--- src/rtl/ram2e_pkg.sv ---
`default_nettype none
// ============================================================================
// Package     : ram2e_pkg
// Description : Shared constants for the RAM2E SDRAM sequencer: command
//               encodings, init-state enum, Apple-cycle slot numbers.
// Revision    : 1.0 - initial release
// ============================================================================
package ram2e_pkg;

  // SDRAM commands as {nCS, nRAS, nCAS, nRWE}
  localparam logic [3:0] CMD_NOP = 4'b1111;
  localparam logic [3:0] CMD_ACT = 4'b0011;
  localparam logic [3:0] CMD_RD  = 4'b0101;
  localparam logic [3:0] CMD_WR  = 4'b0100;
  localparam logic [3:0] CMD_REF = 4'b0001;
  localparam logic [3:0] CMD_PRE = 4'b0010;
  localparam logic [3:0] CMD_MRS = 4'b0000;

  // Power-up sequence states; RUN is terminal until reset
  typedef enum logic [2:0] {
    WAIT  = 3'd0,
    CKEON = 3'd1,
    PRE   = 3'd2,
    REF1  = 3'd3,
    MRS   = 3'd4,
    REF2  = 3'd5,
    RUN   = 3'd6
  } init_state_e;

  // Slot numbers (value of S while the command is decided)
  localparam logic [3:0] S_VACT  = 4'h2;
  localparam logic [3:0] S_VRD   = 4'h3;
  localparam logic [3:0] S_REF   = 4'h6;
  localparam logic [3:0] S_CACT  = 4'h8;
  localparam logic [3:0] S_CRW   = 4'h9;
  localparam logic [3:0] S_CKOFF = 4'hB;

  // Number of C14M cycles spent in each init state
  function automatic logic [15:0] init_len(input init_state_e st,
                                           input logic [15:0] wait_len,
                                           input logic [15:0] ref_len);
    logic [15:0] len;
    case (st)
      WAIT:       len = wait_len;
      CKEON:      len = 16'd16;
      PRE:        len = 16'd3;
      REF1, REF2: len = ref_len;
      MRS:        len = 16'd4;
      default:    len = 16'd0;
    endcase
    return len;
  endfunction

endpackage
`default_nettype wire

--- src/rtl/ram2e_phase_counter.sv ---
`default_nettype none
// ============================================================================
// Module      : ram2e_phase_counter
// Description : Registers the asynchronous PHI1 input, detects its rising
//               edge and runs the saturating Apple phase counter S.
// Revision    : 1.0 - initial release
// ============================================================================
module ram2e_phase_counter (
  input  logic       clk_i,
  input  logic       rst_n_i,
  input  logic       phi1_i,
  input  logic       ready_i,
  output logic [3:0] s_o,
  output logic       s1_entry_o
);

  logic       phi_q;
  logic       phi_prev_q;
  logic [3:0] s_q;
  logic [3:0] s_d;
  logic       w_phi_rise;

  assign w_phi_rise = phi_q & ~phi_prev_q;
  assign s1_entry_o = w_phi_rise & ready_i;
  assign s_o        = s_q;

  // PHI1 capture, edge history and phase register
  always_ff @(posedge clk_i) begin
    if (!rst_n_i) begin
      phi_q      <= 1'b0;
      phi_prev_q <= 1'b0;
      s_q        <= 4'h0;
    end else begin
      phi_q      <= phi1_i;
      phi_prev_q <= phi_q;
      s_q        <= s_d;
    end
  end

  // Resync to 1 on a PHI1 edge; 0 and F are parking values, others advance
  always_comb begin
    s_d = s_q;
    if (s1_entry_o) begin
      s_d = 4'h1;
    end else if ((s_q != 4'h0) && (s_q != 4'hF)) begin
      s_d = s_q + 4'h1;
    end
  end

endmodule
`default_nettype wire

--- src/rtl/ram2e_sdram_sched.sv ---
`default_nettype none
// ============================================================================
// Module      : ram2e_sdram_sched
// Description : RAM2E SDRAM command sequencer. Runs power-up init, then per
//               Apple cycle issues video read, CPU read/write and refreshes
//               paid from a saturating refresh-debt counter.
// Revision    : 1.0 - initial release
// ============================================================================
module ram2e_sdram_sched
  import ram2e_pkg::*;
#(
  parameter int unsigned INIT_WAIT    = 65280,
  parameter int unsigned INIT_REF     = 8,
  parameter int unsigned REF_PERIOD   = 8,
  parameter int unsigned REF_DEBT_MAX = 7
) (
  input  logic       C14M,
  input  logic       nRESET,
  input  logic       PHI1,
  input  logic       nWE80,
  output logic       CKE,
  output logic       nCS,
  output logic       nRAS,
  output logic       nCAS,
  output logic       nRWE,
  output logic       AP,
  output logic       ModeLoad,
  output logic       VidSlot,
  output logic       CpuSlot,
  output logic       RowSel,
  output logic       Ready,
  output logic [3:0] S
);

  localparam int unsigned c_PER_W = (REF_PERIOD > 1) ? $clog2(REF_PERIOD) : 1;

  init_state_e        state_q, state_d;
  logic [15:0]        cnt_q, cnt_d;
  logic [15:0]        w_len;

  logic [3:0]         cmd_q, cmd_d;
  logic               cke_q, cke_d;
  logic               ap_q, ap_d;
  logic               mode_q, mode_d;
  logic               vid_q, vid_d;
  logic               cpu_q, cpu_d;
  logic               row_q, row_d;
  logic               ready_q, ready_d;

  logic [2:0]         debt_q, debt_d;
  logic [c_PER_W-1:0] apple_q, apple_d;
  logic               w_ref_go;
  logic               w_accrue;
  logic               w_s1_entry;
  logic [3:0]         w_s;

  ram2e_phase_counter u_phase (
    .clk_i      (C14M),
    .rst_n_i    (nRESET),
    .phi1_i     (PHI1),
    .ready_i    (ready_q),
    .s_o        (w_s),
    .s1_entry_o (w_s1_entry)
  );

  assign w_len = init_len(state_q, 16'(INIT_WAIT), 16'(INIT_REF * 8));

  // Init state register with its per-state cycle counter
  always_ff @(posedge C14M) begin
    if (!nRESET) begin
      state_q <= WAIT;
      cnt_q   <= 16'd0;
    end else begin
      state_q <= state_d;
      cnt_q   <= cnt_d;
    end
  end

  // Advance to the next init state when the current one has run its length
  always_comb begin
    state_d = state_q;
    cnt_d   = cnt_q + 16'd1;
    if (state_q == RUN) begin
      cnt_d = cnt_q;
    end else if (cnt_q == (w_len - 16'd1)) begin
      cnt_d = 16'd0;
      case (state_q)
        WAIT:    state_d = CKEON;
        CKEON:   state_d = PRE;
        PRE:     state_d = REF1;
        REF1:    state_d = MRS;
        MRS:     state_d = REF2;
        REF2:    state_d = RUN;
        default: state_d = RUN;
      endcase
    end
  end

  // Command and strobe decode from init state, or from S once running
  always_comb begin
    cmd_d    = CMD_NOP;
    cke_d    = 1'b1;
    ap_d     = 1'b0;
    mode_d   = 1'b0;
    vid_d    = 1'b0;
    cpu_d    = 1'b0;
    row_d    = 1'b0;
    ready_d  = 1'b0;
    w_ref_go = 1'b0;
    case (state_q)
      WAIT: cke_d = 1'b0;
      CKEON: cke_d = 1'b1;
      PRE: begin
        if (cnt_q == 16'd0) begin
          cmd_d = CMD_PRE;
          ap_d  = 1'b1;
        end
      end
      // one REF at the start of every 8-cycle group
      REF1, REF2: begin
        if (cnt_q[2:0] == 3'd0) cmd_d = CMD_REF;
      end
      MRS: begin
        if (cnt_q == 16'd0) begin
          cmd_d  = CMD_MRS;
          mode_d = 1'b1;
        end
      end
      RUN: begin
        ready_d = 1'b1;
        // clock is gated for the tail of the Apple cycle, and while parked at F
        cke_d   = (w_s < S_CKOFF);
        case (w_s)
          S_VACT, S_CACT: begin
            cmd_d = CMD_ACT;
            row_d = 1'b1;
          end
          S_VRD: begin
            cmd_d = CMD_RD;
            ap_d  = 1'b1;
            vid_d = 1'b1;
          end
          S_REF: begin
            if (debt_q != 3'd0) begin
              cmd_d    = CMD_REF;
              w_ref_go = 1'b1;
            end
          end
          S_CRW: begin
            cmd_d = nWE80 ? CMD_RD : CMD_WR;
            ap_d  = 1'b1;
            cpu_d = 1'b1;
          end
          default: cmd_d = CMD_NOP;
        endcase
      end
      default: cke_d = 1'b0;
    endcase
  end

  // Registered SDRAM-facing outputs
  always_ff @(posedge C14M) begin
    if (!nRESET) begin
      cmd_q   <= CMD_NOP;
      cke_q   <= 1'b0;
      ap_q    <= 1'b0;
      mode_q  <= 1'b0;
      vid_q   <= 1'b0;
      cpu_q   <= 1'b0;
      row_q   <= 1'b0;
      ready_q <= 1'b0;
    end else begin
      cmd_q   <= cmd_d;
      cke_q   <= cke_d;
      ap_q    <= ap_d;
      mode_q  <= mode_d;
      vid_q   <= vid_d;
      cpu_q   <= cpu_d;
      row_q   <= row_d;
      ready_q <= ready_d;
    end
  end

  // Accrue one refresh every REF_PERIOD Apple cycles; pay one per S6 REF
  always_comb begin
    apple_d  = apple_q;
    w_accrue = 1'b0;
    if (w_s1_entry) begin
      if (apple_q == c_PER_W'(REF_PERIOD - 1)) begin
        apple_d  = '0;
        w_accrue = 1'b1;
      end else begin
        apple_d = apple_q + 1'b1;
      end
    end
    debt_d = debt_q;
    if (w_accrue && !w_ref_go) begin
      if (debt_q != 3'(REF_DEBT_MAX)) debt_d = debt_q + 3'd1;
    end else if (w_ref_go && !w_accrue) begin
      debt_d = debt_q - 3'd1;
    end
  end

  // Refresh debt and Apple-cycle counter registers
  always_ff @(posedge C14M) begin
    if (!nRESET) begin
      debt_q  <= 3'd0;
      apple_q <= '0;
    end else begin
      debt_q  <= debt_d;
      apple_q <= apple_d;
    end
  end

  assign {nCS, nRAS, nCAS, nRWE} = cmd_q;
  assign CKE      = cke_q;
  assign AP       = ap_q;
  assign ModeLoad = mode_q;
  assign VidSlot  = vid_q;
  assign CpuSlot  = cpu_q;
  assign RowSel   = row_q;
  assign Ready    = ready_q;
  assign S        = w_s;

endmodule
`default_nettype wire

--- config.mk ---
export PLATFORM = sky130hd
export DESIGN_NAME = ram2e_sdram_sched
export DESIGN_NICKNAME = d
export VERILOG_FILES = /design/src/rtl/ram2e_pkg.sv /design/src/rtl/ram2e_phase_counter.sv /design/src/rtl/ram2e_sdram_sched.sv
export SDC_FILE = /design/constraint.sdc
export NUM_CORES = 1
export LEC_CHECK = 0
export CAP_MARGIN = 20
export CORE_AREA = 2 2 70 72
export DETAILED_ROUTE_END_ITERATION = 12
export DIE_AREA = 0 0 72 74
export PLACE_DENSITY = 0.77
export SKIP_CTS_REPAIR_TIMING = 1
export SLEW_MARGIN = 40
export SYNTH_ARGS = -nofsm -noshare
export SYNTH_HDL_FRONTEND = slang
export SYNTH_SLANG_ARGS = --single-unit
--- constraint.sdc ---
create_clock -name C14M -period 2.36 [get_ports C14M]
set_clock_uncertainty 0.05 [all_clocks]
set_input_delay 0.708 -clock C14M [delete_from_list [all_inputs] [get_ports C14M]]
set_output_delay 0.708 -clock C14M [all_outputs]
set_load 0.01 [all_outputs]
# After elaboration in Yosys (flattened, before gate mapping)
# Index checks and enable logic that the tools add are counted.
[totals] regBits=42 inputBits=4 output_inout_bits=15 word_cells=94
[op_classes] addsub=6 n_lt_le_gt_ge=1 n_eq_ne=16 muxes=29 bitwise_logic=5 reduce_logical=21
[op_table] op="one-hot mux 16 bit (5 select lines)" n=1
[op_table] op="one-hot mux 4 bit (4 select lines)" n=2
[op_table] op="adder 16 x 1 -> 16 bit (second input constant)" n=1
[op_table] op="== test 16 bit" n=1
[op_table] op="logical NOT 16 bit" n=1
[op_table] op="two-way mux 16 bit" n=1
[op_table] op="two-way mux 4 bit" n=4
[op_table] op="subtractor 16 x 1 -> 16 bit (second input constant)" n=1
[op_table] op="one-hot mux 3 bit (5 select lines)" n=1
[op_table] op="two-way mux 1 bit" n=14
[op_table] op="== test 3 bit (second input constant)" n=4
[op_table] op="two-way mux 3 bit" n=4
[op_table] op="== test 4 x 2 -> 1 bit (second input constant)" n=2
[op_table] op="== test 4 bit (second input constant)" n=2
[op_table] op="AND reduction 2 bit" n=4
[op_table] op="OR reduction 2 bit" n=4
[op_table] op="adder 3 x 1 -> 3 bit (second input constant)" n=2
[op_table] op="== test 3 x 2 -> 1 bit (second input constant)" n=2
[op_table] op="logical NOT 3 bit" n=2
[op_table] op="OR reduction 5 bit" n=1
[op_table] op="adder 4 x 1 -> 4 bit (second input constant)" n=1
[op_table] op="== test 4 x 3 -> 1 bit (second input constant)" n=1
[op_table] op="< comparator 4 bit (second input constant)" n=1
[op_table] op="inequality test 4 bit (second input constant)" n=1
[op_table] op="other kinds (12)" n=20

# Depth between registers and ports, before layout
[depth] ltp_word=8 depth_mapped=11 depth_no_buf=8

# Hierarchy
# Synthesis repeated with hierarchy kept, for this count alone.
[hier_totals] cells_unflattened=270 area_unflattened_um2=2348.5
[by_module_without_submodules] mod="ram2e_sdram_sched" n_inst=1 cells_per_inst=238 area_per_inst_um2=2068.2
[by_module_without_submodules] mod="ram2e_phase_counter" n_inst=1 cells_per_inst=32 area_per_inst_um2=280.3

# Worst setup path after synthesis
# Ideal clock, no wire load.
[synth_path] path_kind="register to register" from="reg state_q[2]" to="reg state_q[0]" setup_time_ps=72 t_arrival_ps=2174 required_time_ps=2238 setup_slack_ps=64 path_stages_with_launch=12 synth_period_minus_slack_ps=2296 cell_sequence="dfxtp_1 buf_6 buf_2 nor2_1 nand2_1 ha_1 xnor2_1 o211ai_1 a22o_1 a211oi_4 buf_6 mux2i_1"
[synth_via] elab_chain_len=6 word_cells_on_any_way=14 cone_classes="1 x add/sub; 7 x eq/ne; 2 x mux; 1 x bitwise; 3 x reduce/logical"
[synth_lines] element="start: declaration" line="ram2e_sdram_sched.sv:37" rtl="init_state_e state_q, state_d;"
[synth_lines] element="start signal: assignment" line="ram2e_sdram_sched.sv:74" rtl="state_q <= state_d;"
[synth_lines] element="== test 3 x 2 -> 1 bit or == test 3 bit (tied branches)" line="ram2e_pkg.sv:43, ram2e_sdram_sched.sv:87"
[synth_lines] element="OR reduction 2 bit" line="ram2e_pkg.sv:43" rtl="case (st)"
[synth_lines] element="one-hot mux 16 bit (5 select lines)" line="ram2e_pkg.sv:43"
[synth_lines] element="subtractor 16 x 1 -> 16 bit" line="ram2e_sdram_sched.sv:85" rtl="end else if (cnt_q == (w_len - 16'd1)) begin"
[synth_lines] element="== test 16 bit" line="ram2e_sdram_sched.sv:85"
[synth_lines] element="AND reduction 2 bit (no source line)"
# Parallel ways exist; a longest one is shown, timed or not.
# A chain may end at the register's enable or synchronous reset.

# Final worst setup path
[layout_path] from="reg state_q[1]" to="reg state_q[1]"
# Same word-level chain as after synthesis.

==> results.txt <==
mux cell area share after synthesis: 2.186%
Tmin final: 2.260 ns
CTS tree: done
Max Cap Viol: 0
area post-placement: 2530 sq um
hpwl dp: 3.564 mm
Critical Path RT: 2.53 ns
Adder-Cell Fraction of Synth Area: 5.792%
Final Hold Vio Count: 0
DRC errors left: 0
largest family of logic cells by synthesized area: simple AND/OR/NAND/NOR gates
hold slack: 0.4654 ns
Layout Nets: 293
post-route setup slack: 0.1004 ns
die area: 5328 sq um
first-pass GRT wire length: 8.286 mm
CP Capture Type: flop
clock root cell: clkbuf_8
Core ar.: 4598 sq um
layout cells sized above 1: 9.286%
post-route insts no fill: 334
area occupied by multi-input gates: 1361 sq um
CP Class: flop to flop
Routability Congestion: 0.8803
# rows: 25
Post-Syn Instances: 260
Area Overhead vs Synth: 15.63%
unrepaired setup endpoints after global routing: false
yosys warns: 0
period utilization: 95.75%
synthesized flop and latch total: 42
Max-slew headroom: 69.81%
ANT nets after route: 0
via count: 2,026
DRT iter0 DRCs: 175
final-report max-slew violation count: 0
pin count of the biggest net entering global routing: 24
CTS sink cnt: 42
Synth Cell Area: 2290 sq um
final WL: 5.087 mm
fillcell total: 413
register area share after synthesis: 36.72%
die span in x: 72 microns
Async S/R FF share, synth: 0%
number of global-route vias before repair: 1,828
count of final setup violators: 0
CTS Buffer Depth: 2
I/O Pins: 19
Worst IR Drop VDD: 0.3458 mV
worst path arrival time: 2.43 ns
clock buffer count from CTS: 5
IO buf count: 18
CP Max Fanout: 3
Setup Slack @ Placement: 0.09127 ns
initial core utilization: 49.80%
H-tree depth: 2
Post-Syn Nets: 274
DR vias/cell: 6.066
ys flop type: dfxtp_1
fin area: 2648 sq um
Reg clk slew, reported paths: 0.08 ns
Seq. cell area: 842.1 sq um
Vert. Die Dim: 74 microns
EDFF count, synth: 0
syn avg cell area: 8.807 sq um
achievable clock frequency: 0.4426 GHz
Synth Area in XOR/XNOR: 7.268%
status: finished clean
post-synthesis compound-gate area fraction: 17.87%
Simple-Gate Fraction of Synth Area: 25.74%
drt pass-1 iters: 4
P_leak: 0.9418 nW
CP Launch Type: flop
measured slew at the worst slew-check pin: 0.4490 ns
final setup TNS: 0 ns
Hold/Removal Path Class: flop to flop
total gr overflow: 0
clk_lat worst skew: 0.30 ns
dpl cells: 326
Distinct cells, synth: 50
drt wl/cell: 15.23 microns
power per cell area: 494.4 nW/um^2
number of diodes: 0
initial antenna violation count: 0
all-layer global routing usage: 19.98%
[routing by layer]
layer	wire [microns]	up-vias	share of wire, %	track usage [%]
met5	0	-	0	0
met4	58	0	1.1	7.547
met3	191	5	3.8	4.336
met2	2477	39	49	34.67
met1	2360	985	46	24.51
li1	-	997	-	-
[layout by cell type, fill, tap and decap left out, drive strengths merged, types with 5 or more instances in the layout]
cell | netlist | final
a21oi | 7 | 7
nand4 | 5 | 5
clkdlybuf4s50 | 0 | 18
nand2 | 17 | 17
nor2 | 17 | 17
o21ai | 9 | 9
nand3 | 13 | 13
xor2 | 14 | 14
dfxtp | 42 | 42
nand2b | 7 | 7
xnor2 | 5 | 5
a211oi | 17 | 17
and2 | 5 | 5
buf | 6 | 9
nor3 | 11 | 11
mux2i | 5 | 5
clkbuf | 9 | 6
inv | 7 | 7
ha | 9 | 9
[critical path, stage by stage (launching register included)]
cell and delay (ns):
dfxtp_1 0.34, xnor2_1 0.16, or2_2 0.30, ha_2 0.20, xnor2_1 0.18, o211ai_1 0.13, a22o_1 0.29, a211o_1 0.32
a211oi_1 0.23
[cells by family (layout without fill, tap and decap cells)]
family,after synthesis,count (layout)
XOR/XNOR,19,19
flip-flops,42,42
AND/OR/NAND/NOR,106,106
buffers and inverters,22,42
adder cells (fa/ha/maj),10,10
AO/OA/AOI/OAI,56,56
multiplexers,5,5
[through the flow]
| step | power (mW) | utilization, % |
|---|---|---|
| after global placement | 0.8284 | 55.02 |
| after detailed placement | 0.8326 | 55.02 |
| after global routing | 1.361 | 57.58 |
| after floorplan | 0.8001 | - |
| final | 1.309 | 57.58 |
| after CTS | 1.322 | 57.09 |
[power by group]
part           leakage (nW)  internal [mW]  switching, mW
clock                0.0472          0.235          0.256
sequential            0.340          0.717         0.0127
combinational         0.555         0.0379         0.0498
total                 0.942          0.990          0.319
[flip-flops by register name (all words and copies together) (netlist names), 3 cells and up]
signal	count
cnt_q	16
cmd_q	4
u_phase.s_o	4
apple_q	3
debt_q	3
state_q	3
[cells in the mapped netlist (all sizes together) (6+ instances only)]
master / number / area (sq um)
ha: 9 / 112.6
a211oi: 17 / 145.1
nand2: 17 / 63.81
buf: 6 / 41.28
nor3: 11 / 55.05
xor2: 14 / 122.6
o21ai: 9 / 45.04
dfxtp: 42 / 840.8
a21oi: 7 / 35.03
nand2b: 7 / 43.79
inv: 7 / 26.28
clkbuf: 9 / 33.78
nand3: 13 / 65.06
nor2: 17 / 63.81
[layout make-up]
cell class,instances,share of cell area (%)
Inverter,7,0.9924
Clock buffer,6,3.119
Multi-Input combinational cell,196,51.42
Timing Repair Buffer,27,9.641
Clock inverter,2,0.4726
Sequential cell,42,31.81
Tap cell,54,2.552
[path summary, 6_finish.rpt]
check | startpoint | end | slack [ns] | cells after the start
max | state_q[1] | state_q[1] | 0.10 | 8
min | apple_q[1] | apple_q[1] | 0.47 | 2
max reg2reg | state_q[1] | state_q[1] | 0.10 | 8
min reg2reg | apple_q[1] | apple_q[1] | 0.47 | 2
Power figures use the tool's default switching activity.
